--- src/rtl/cache_bus_pkg.sv ---
// Shared definitions for the cache read-channel arbiter.
//   RD_TYPE_*     : bus read request type encodings
//   arb_state_t   : arbiter FSM states
//   PORT_I/PORT_D : requester ids (owner encoding)
//   expected_beats: number of return beats a given request type produces
package cache_bus_pkg;

    localparam logic [2:0] RD_TYPE_BYTE = 3'b000;
    localparam logic [2:0] RD_TYPE_HALF = 3'b001;
    localparam logic [2:0] RD_TYPE_WORD = 3'b010;
    localparam logic [2:0] RD_TYPE_LINE = 3'b100;

    typedef enum logic [1:0] {
        IDLE = 2'd0,
        REQ  = 2'd1,
        RESP = 2'd2
    } arb_state_t;

    localparam logic PORT_I = 1'b0;
    localparam logic PORT_D = 1'b1;

    // Line reads return line_words beats; every other type returns one.
    function automatic logic [7:0] expected_beats(input logic [2:0]  rd_type,
                                                  input int unsigned line_words);
        logic [7:0] beats;
        beats = 8'd1;
        if (rd_type == RD_TYPE_LINE) begin
            beats = line_words[7:0];
        end
        return beats;
    endfunction

endpackage

--- src/rtl/cache_rd_arbiter_rr_arb2.sv ---
// Two-way round-robin picker.
//   req[1:0]   : request vector, index = port id (0 = I, 1 = D)
//   last_grant : port id granted most recently
//   grant      : winning port id (meaningful only when |req)
module rr_arb2
    import cache_bus_pkg::*;
(
    input  logic [1:0] req,
    input  logic       last_grant,
    output logic       grant
);

    always_comb begin
        grant = PORT_I;
        unique case (req)
            2'b01:   grant = PORT_I;
            2'b10:   grant = PORT_D;
            2'b11:   grant = ~last_grant;  // tie: the port not served last time
            default: grant = PORT_I;
        endcase
    end

endmodule

--- src/rtl/cache_rd_arbiter.sv ---
// Shares one bus read channel between icache (I) and dcache (D).
//   i_* / d_*      : cache-side request and return ports
//   rd_req/type/addr, rd_rdy : bus request channel
//   ret_valid/last/data      : bus return channel
//   owner          : port currently holding the bus (0 = I, 1 = D), valid when busy
//   busy           : arbiter not idle
//   protocol_err   : sticky flag for beat-count mismatch or stray return beats
module cache_rd_arbiter
    import cache_bus_pkg::*;
#(
    parameter int unsigned ADDR_W     = 32,
    parameter int unsigned DATA_W     = 32,
    parameter int unsigned LINE_WORDS = 4
) (
    input  logic              clk,
    input  logic              reset,

    input  logic              i_rd_req,
    input  logic [2:0]        i_rd_type,
    input  logic [ADDR_W-1:0] i_rd_addr,
    output logic              i_rd_rdy,
    output logic              i_ret_valid,
    output logic              i_ret_last,
    output logic [DATA_W-1:0] i_ret_data,

    input  logic              d_rd_req,
    input  logic [2:0]        d_rd_type,
    input  logic [ADDR_W-1:0] d_rd_addr,
    output logic              d_rd_rdy,
    output logic              d_ret_valid,
    output logic              d_ret_last,
    output logic [DATA_W-1:0] d_ret_data,

    output logic              rd_req,
    output logic [2:0]        rd_type,
    output logic [ADDR_W-1:0] rd_addr,
    input  logic              rd_rdy,
    input  logic              ret_valid,
    input  logic              ret_last,
    input  logic [DATA_W-1:0] ret_data,

    output logic              owner,
    output logic              busy,
    output logic              protocol_err
);

    arb_state_t        state;
    logic              owner_q;
    logic              last_grant;
    logic [2:0]        type_q;
    logic [ADDR_W-1:0] addr_q;
    logic [7:0]        beat_cnt;
    logic              err_q;

    logic              grant_id;
    logic              any_req;
    logic              burst_end;
    logic              grant_go;
    logic              in_resp;

    rr_arb2 u_rr_arb2 (
        .req        ({d_rd_req, i_rd_req}),
        .last_grant (last_grant),
        .grant      (grant_id)
    );

    assign any_req   = i_rd_req | d_rd_req;
    assign in_resp   = (state == RESP);
    assign burst_end = in_resp & ret_valid & ret_last;
    // A new grant can be taken straight out of the closing beat of a burst.
    assign grant_go  = any_req & ((state == IDLE) | burst_end);

    always_ff @(posedge clk or negedge reset) begin
        if (!reset) begin
            state      <= IDLE;
            owner_q    <= PORT_I;
            last_grant <= PORT_I;
            type_q     <= '0;
            addr_q     <= '0;
            beat_cnt   <= '0;
            err_q      <= 1'b0;
        end else begin
            if (grant_go) begin
                state      <= REQ;
                owner_q    <= grant_id;
                last_grant <= grant_id;
                type_q     <= (grant_id == PORT_D) ? d_rd_type : i_rd_type;
                addr_q     <= (grant_id == PORT_D) ? d_rd_addr : i_rd_addr;
            end else begin
                unique case (state)
                    IDLE: state <= IDLE;
                    REQ: begin
                        if (rd_rdy) begin
                            state    <= RESP;
                            beat_cnt <= '0;
                        end
                    end
                    RESP: begin
                        if (burst_end) begin
                            state <= IDLE;
                        end
                    end
                    default: state <= IDLE;
                endcase
            end

            if (in_resp && ret_valid) begin
                beat_cnt <= beat_cnt + 8'd1;
            end

            // Stray beats outside RESP are dropped but flagged.
            if (!in_resp && ret_valid) begin
                err_q <= 1'b1;
            end
            if (burst_end &&
                ((beat_cnt + 8'd1) != expected_beats(type_q, LINE_WORDS))) begin
                err_q <= 1'b1;
            end
        end
    end

    always_comb begin
        rd_req       = (state == REQ);
        rd_type      = type_q;
        rd_addr      = addr_q;
        owner        = owner_q;
        busy         = (state != IDLE);
        protocol_err = err_q;

        i_rd_rdy     = rd_req & (owner_q == PORT_I) & rd_rdy;
        d_rd_rdy     = rd_req & (owner_q == PORT_D) & rd_rdy;

        i_ret_valid  = 1'b0;
        i_ret_last   = 1'b0;
        i_ret_data   = '0;
        d_ret_valid  = 1'b0;
        d_ret_last   = 1'b0;
        d_ret_data   = '0;
        if (in_resp) begin
            if (owner_q == PORT_I) begin
                i_ret_valid = ret_valid;
                i_ret_last  = ret_last;
                i_ret_data  = ret_data;
            end else begin
                d_ret_valid = ret_valid;
                d_ret_last  = ret_last;
                d_ret_data  = ret_data;
            end
        end
    end

endmodule

--- config.mk ---
export PLATFORM = sky130hd
export DESIGN_NAME = cache_rd_arbiter
export DESIGN_NICKNAME = d
export VERILOG_FILES = /design/src/rtl/cache_bus_pkg.sv /design/src/rtl/cache_rd_arbiter_rr_arb2.sv /design/src/rtl/cache_rd_arbiter.sv
export SDC_FILE = /design/constraint.sdc
export NUM_CORES = 1
export LEC_CHECK = 0
export CORE_AREA = 2 2 85 87
export CTS_BUF_LIST = sky130_fd_sc_hd__clkbuf_4
export DETAILED_ROUTE_END_ITERATION = 10
export DIE_AREA = 0 0 87 89
export DONT_BUFFER_PORTS = 1
export PLACE_DENSITY = 0.55
export SETUP_SLACK_MARGIN = 0.1
export SLEW_MARGIN = 15
export SYNTH_ARGS = -nofsm -noshare
export SYNTH_HDL_FRONTEND = slang
export SYNTH_SLANG_ARGS = --single-unit
export TNS_END_PERCENT = 100
--- constraint.sdc ---
create_clock -name clk -period 4 [get_ports clk]
set_input_delay 0.8 -clock clk [delete_from_list [all_inputs] [get_ports clk]]
set_output_delay 0.8 -clock clk [all_outputs]
set_load 0.02 [all_outputs]
==> impl.org <==
** Critical path
- FF-to-FF setup slack :: roughly 1400 ps
- Arrival @ worst endpoint :: 2070 ps
- Kind of end point of the critical path :: primary output
- Among all stages on the critical path, the largest delay is contributed by sky130_fd_sc_hd__dfrtp_1.
- Walking the worst path, the cells encountered are nor2_1 -> buf_4 -> and2_1.
- Critical path origin :: last_grant
- Among cell families on the critical path, the largest total delay comes from flip-flops.
- Maximum net fanout on the critical path :: 41
- Max incr delay on CP :: 1090 ps
- Path type of the worst setup path :: register to primary output
- The worst setup path is launched from a register.
- CP Buf/Inv Count :: 1
- At the worst endpoint, the required time is approximately 3200 ps.
- Launch instance of the worst register-to-register path :: last_grant

** Timing
- Number of pins exceeding their max-slew limit in the final report :: 0
- For the pin with the worst max-slew slack, the measured transition is 1100 ps.
- On the final layout, the worst clock skew is 21.4 ps.
- For the finished layout, the period the worst path requires is 2870 ps.
- Timing would allow up to 349 MHz.
- The number of failing hold endpoints at the final stage was 0.
- Final Setup Violations :: 0
- After layout, the worst path uses 71.7% of the clock period.
- Total Neg Setup Slack :: 0 ps
- Normalized max-slew margin :: between 20% and 30%
- RSZ-0062 raised after global routing :: no

** Detailed routing
- The detail route stage leaves a number of antenna-violating nets equal to 0.
- In the routed layout, each cell is associated on average with a via count of just under 6.
- Residual DRC :: 0
- WL/cell :: 18.7 um
- The pre-antenna-repair detailed-routing pass consisted of 4 iterations.
- Total wire length :: 7.12 mm
- In this run, the number of DRC markers left after iteration 0 of detailed routing was 91.
- Summing over every cut layer, the via total after detailed routing is 2214.

** Layout
- # diodes :: 0
- The library cell used most frequently in the layout, excluding fill and tap cells, is sky130_fd_sc_hd__dfrtp_1.
- After the last flow step, the layout net total stands at around 410.
- The finished cells cover 2950 um^2.
- Commonest cells after routing, fill and taps aside :: sky130_fd_sc_hd__dfrtp_1 (47), sky130_fd_sc_hd__a21oi_1 (41), sky130_fd_sc_hd__nor2_1 (38)
- Layout-stage area growth over the synthesis result :: 4.93%
- Fraction of final layout cells sized beyond drive strength 1 :: about 6.3%

** Placement
- Once placement finished, the instance area stood at 2850 um^2.
- Port buffering added 0 buffers.
- DPL Wire Length :: 5.45 mm
- Placer congestion estimate :: 0.730

** Pwr
- For this design the static power due to leakage is 1.37 nW.
- Internal power :: 1.16 mW
- Power spread over the standard cell area amounts to 776 nW/um^2.
- Max VDD drop :: 352 uV
- The analysis attributes to net switching a power of 1.13 mW.
- Sw Ratio :: 49.3%
- Combinational cells account for 35.8% of the total power.
- The clock network is responsible for 15.6% of the overall power.
- Sequential cells account for 48.6% of the total power.

** CTS
- For the worst-skew pair, the clock arrives at the later sink with an insertion delay of 360 ps.
- The clock passes through at most 2 buffers.
- Clock Root Buffer :: sky130_fd_sc_hd__clkbuf_4
- Buffers inserted during clock tree synthesis total 5.
- CTS resizes :: 0
- Total setup buffers inserted after CTS :: 0
- Register clock-pin slew on the reported worst setup and hold paths :: about 150 ps
- Clock tree from TritonCTS :: done
- The clock drives 47 sinks.
- CTS H-tree lvls :: 2
- In this run, post-CTS hold repair placed 0 buffers.

** Floorplanning
- Overall die height :: roughly 89 um
- The initialized floorplan defines 30 standard-cell rows.
- Number of top-level pins :: 218
- The initial utilization of the core area, before any placement, comes to between 40% and 50%.
- The die covers 7740 um^2.
- Core region area :: approximately 6700 um^2
- The floorplan step set the die width to 87 um.

** Global routing
- Number of global-route vias before repair :: ~1900
- The first global-routing pass estimated 9.94 mm of wire.
- The number of antenna violations at the first check in global routing came to 0.
- Overall fraction of global-route tracks in use :: 16.3%
- Pin count of the biggest net entering global routing :: 48
- The total overflow left after global routing is 0.

** Yosys
- Summing every instance area after synthesis gives 2820 um^2.
- The Yosys step of the flow raised 0 warnings.
- Of all flip-flops after synthesis, the portion carrying an async set or reset was 100%.
- Synthesis produced a netlist with a net count of 423.
- Cell type with the highest aggregate area in the netlist :: sky130_fd_sc_hd__dfrtp_1
- Sequential element share of the synthesized area :: 41.8%
- The synthesized netlist contains 36 unique library cells.
- Summed over its instances, the top area cell type makes up 41.8% of the synthesized netlist area.
- Synthesized flop and latch total :: 47
- Synthesized area per cell :: 8.99 um^2
- In the synthesized netlist the dominant register cell turns out to be sky130_fd_sc_hd__dfrtp_1.
- Synthesis handed over a netlist of 313 instances.
- Yosys attributes the largest share of cell area to sky130_fd_sc_hd__dfrtp_1 (42%), sky130_fd_sc_hd__mux2i_1 (13%), sky130_fd_sc_hd__and2_1 (8.0%), sky130_fd_sc_hd__and3_1 (8.0%), sky130_fd_sc_hd__a21oi_1 (7.3%).
- Number of flops mapped to enable cells by yosys :: 0

** Run
- The tool flagged a number of max-cap violations equal to 0.

** Hold path
- Hold crit path type :: input pin to asynchronous set/reset pin

** Outcome
- The flow ran to the end, and the final reports show no timing, DRC or antenna violations.
==> per-layer routing <==
| layer | global-route usage (%) | up-vias | routed length (um) |
|---|---|---|---|
| met2 | 26.4 | 117 | 3540 |
| met5 | 0 | - | 0 |
| met1 | 20.9 | 1021 | 2960 |
| met3 | 5.45 | 6 | 538 |
| li1 | - | 1070 | - |
| met4 | 4.83 | 0 | 82 |
==> stage by stage <==
stage               util (%)  total power, mW  worst slack [ps]  hold WS (ps)  std cells
global placement        42.3             1.94              1490           507        372
floorplan                  -             1.78              1920           491        313
CTS                     44.0             2.32              1130          77.4        380
detailed placement      42.3             1.96              1400           507        372
global route            44.0             2.46               977          49.7        380
finish                  44.0             2.29              1130           106        380
==> cells in the mapped netlist (2+ instances only) <==
library cell                n
sky130_fd_sc_hd__a311oi_1   4
sky130_fd_sc_hd__mux2i_1   36
sky130_fd_sc_hd__nand3_1    6
sky130_fd_sc_hd__buf_6      2
sky130_fd_sc_hd__o21ai_0    2
sky130_fd_sc_hd__a31oi_1    3
sky130_fd_sc_hd__nand2b_1   2
sky130_fd_sc_hd__a21boi_0   3
sky130_fd_sc_hd__and3_1    36
sky130_fd_sc_hd__and3_4     2
sky130_fd_sc_hd__dfrtp_1   47
sky130_fd_sc_hd__buf_2      9
sky130_fd_sc_hd__and2_1    36
sky130_fd_sc_hd__nor2b_1    2
sky130_fd_sc_hd__nand2_1    6
sky130_fd_sc_hd__clkbuf_1  16
sky130_fd_sc_hd__o21ai_1    3
sky130_fd_sc_hd__nor2_1    38
sky130_fd_sc_hd__a221oi_1   2
sky130_fd_sc_hd__xor2_1     2
sky130_fd_sc_hd__a21oi_1   41
==> worst register-to-register path, delay by kind of cell, from the launching register on <==
kind / cells / cell delay [ps]
AO/OA/AOI/OAI: 2 / 1030
flip-flops: 1 / 820
buffers and inverters: 1 / 400
multiplexers: 1 / 230
==> registers in the layout (all words and copies together), names as in the netlist <==
name / count
rd_addr: 32
beat_cnt: 8
rd_type: 3
state: 2
last_grant: 1
protocol_err: 1
==> path summary, 6_finish.rpt <==
path | to | cells after the start
max | i_ret_data[23] | 3
min | rd_addr[5] | 0
max reg2reg | rd_addr[23] | 4
min reg2reg | beat_cnt[6] | 1
max in group asynchronous | protocol_err | 0
min in group clk | last_grant | 1
==> logic make-up (layout without fill, tap and decap cells) <==
group	count (synthesis)	count (layout)	share of synthesized area, %
multiplexers	36	36	12.8
AND/OR/NAND/NOR	135	135	26.4
XOR/XNOR	3	3	0.934
AO/OA/AOI/OAI	63	63	12.9
flip-flops	47	47	41.8
adder cells (fa/ha/maj)	1	1	0.444
buffers and inverters	28	15	4.67
==> layout make-up <==
cell class | instances | area [um^2]
Timing Repair Buffer | 6 | 45.0
Inverter | 1 | 3.75
Clock buffer | 5 | 37.5
Fill cell | 657 | 3760
Tap cell | 80 | 100
Sequential cell | 47 | 1180
Multi-Input combinational cell | 238 | 1520
Clock inverter | 3 | 71.3
==> power by group through the flow <==
stage	clock, mW	sequential [mW]	combinational (mW)
6_report	0.358	1.11	0.820
5_1_grt	0.396	1.15	0.916
4_1_cts	0.375	1.12	0.828
3_5_place_dp	0	1.12	0.831
3_3_place_gp	0	1.12	0.811
2_1_floorplan	0	1.02	0.762
Power figures use the tool's default switching activity.
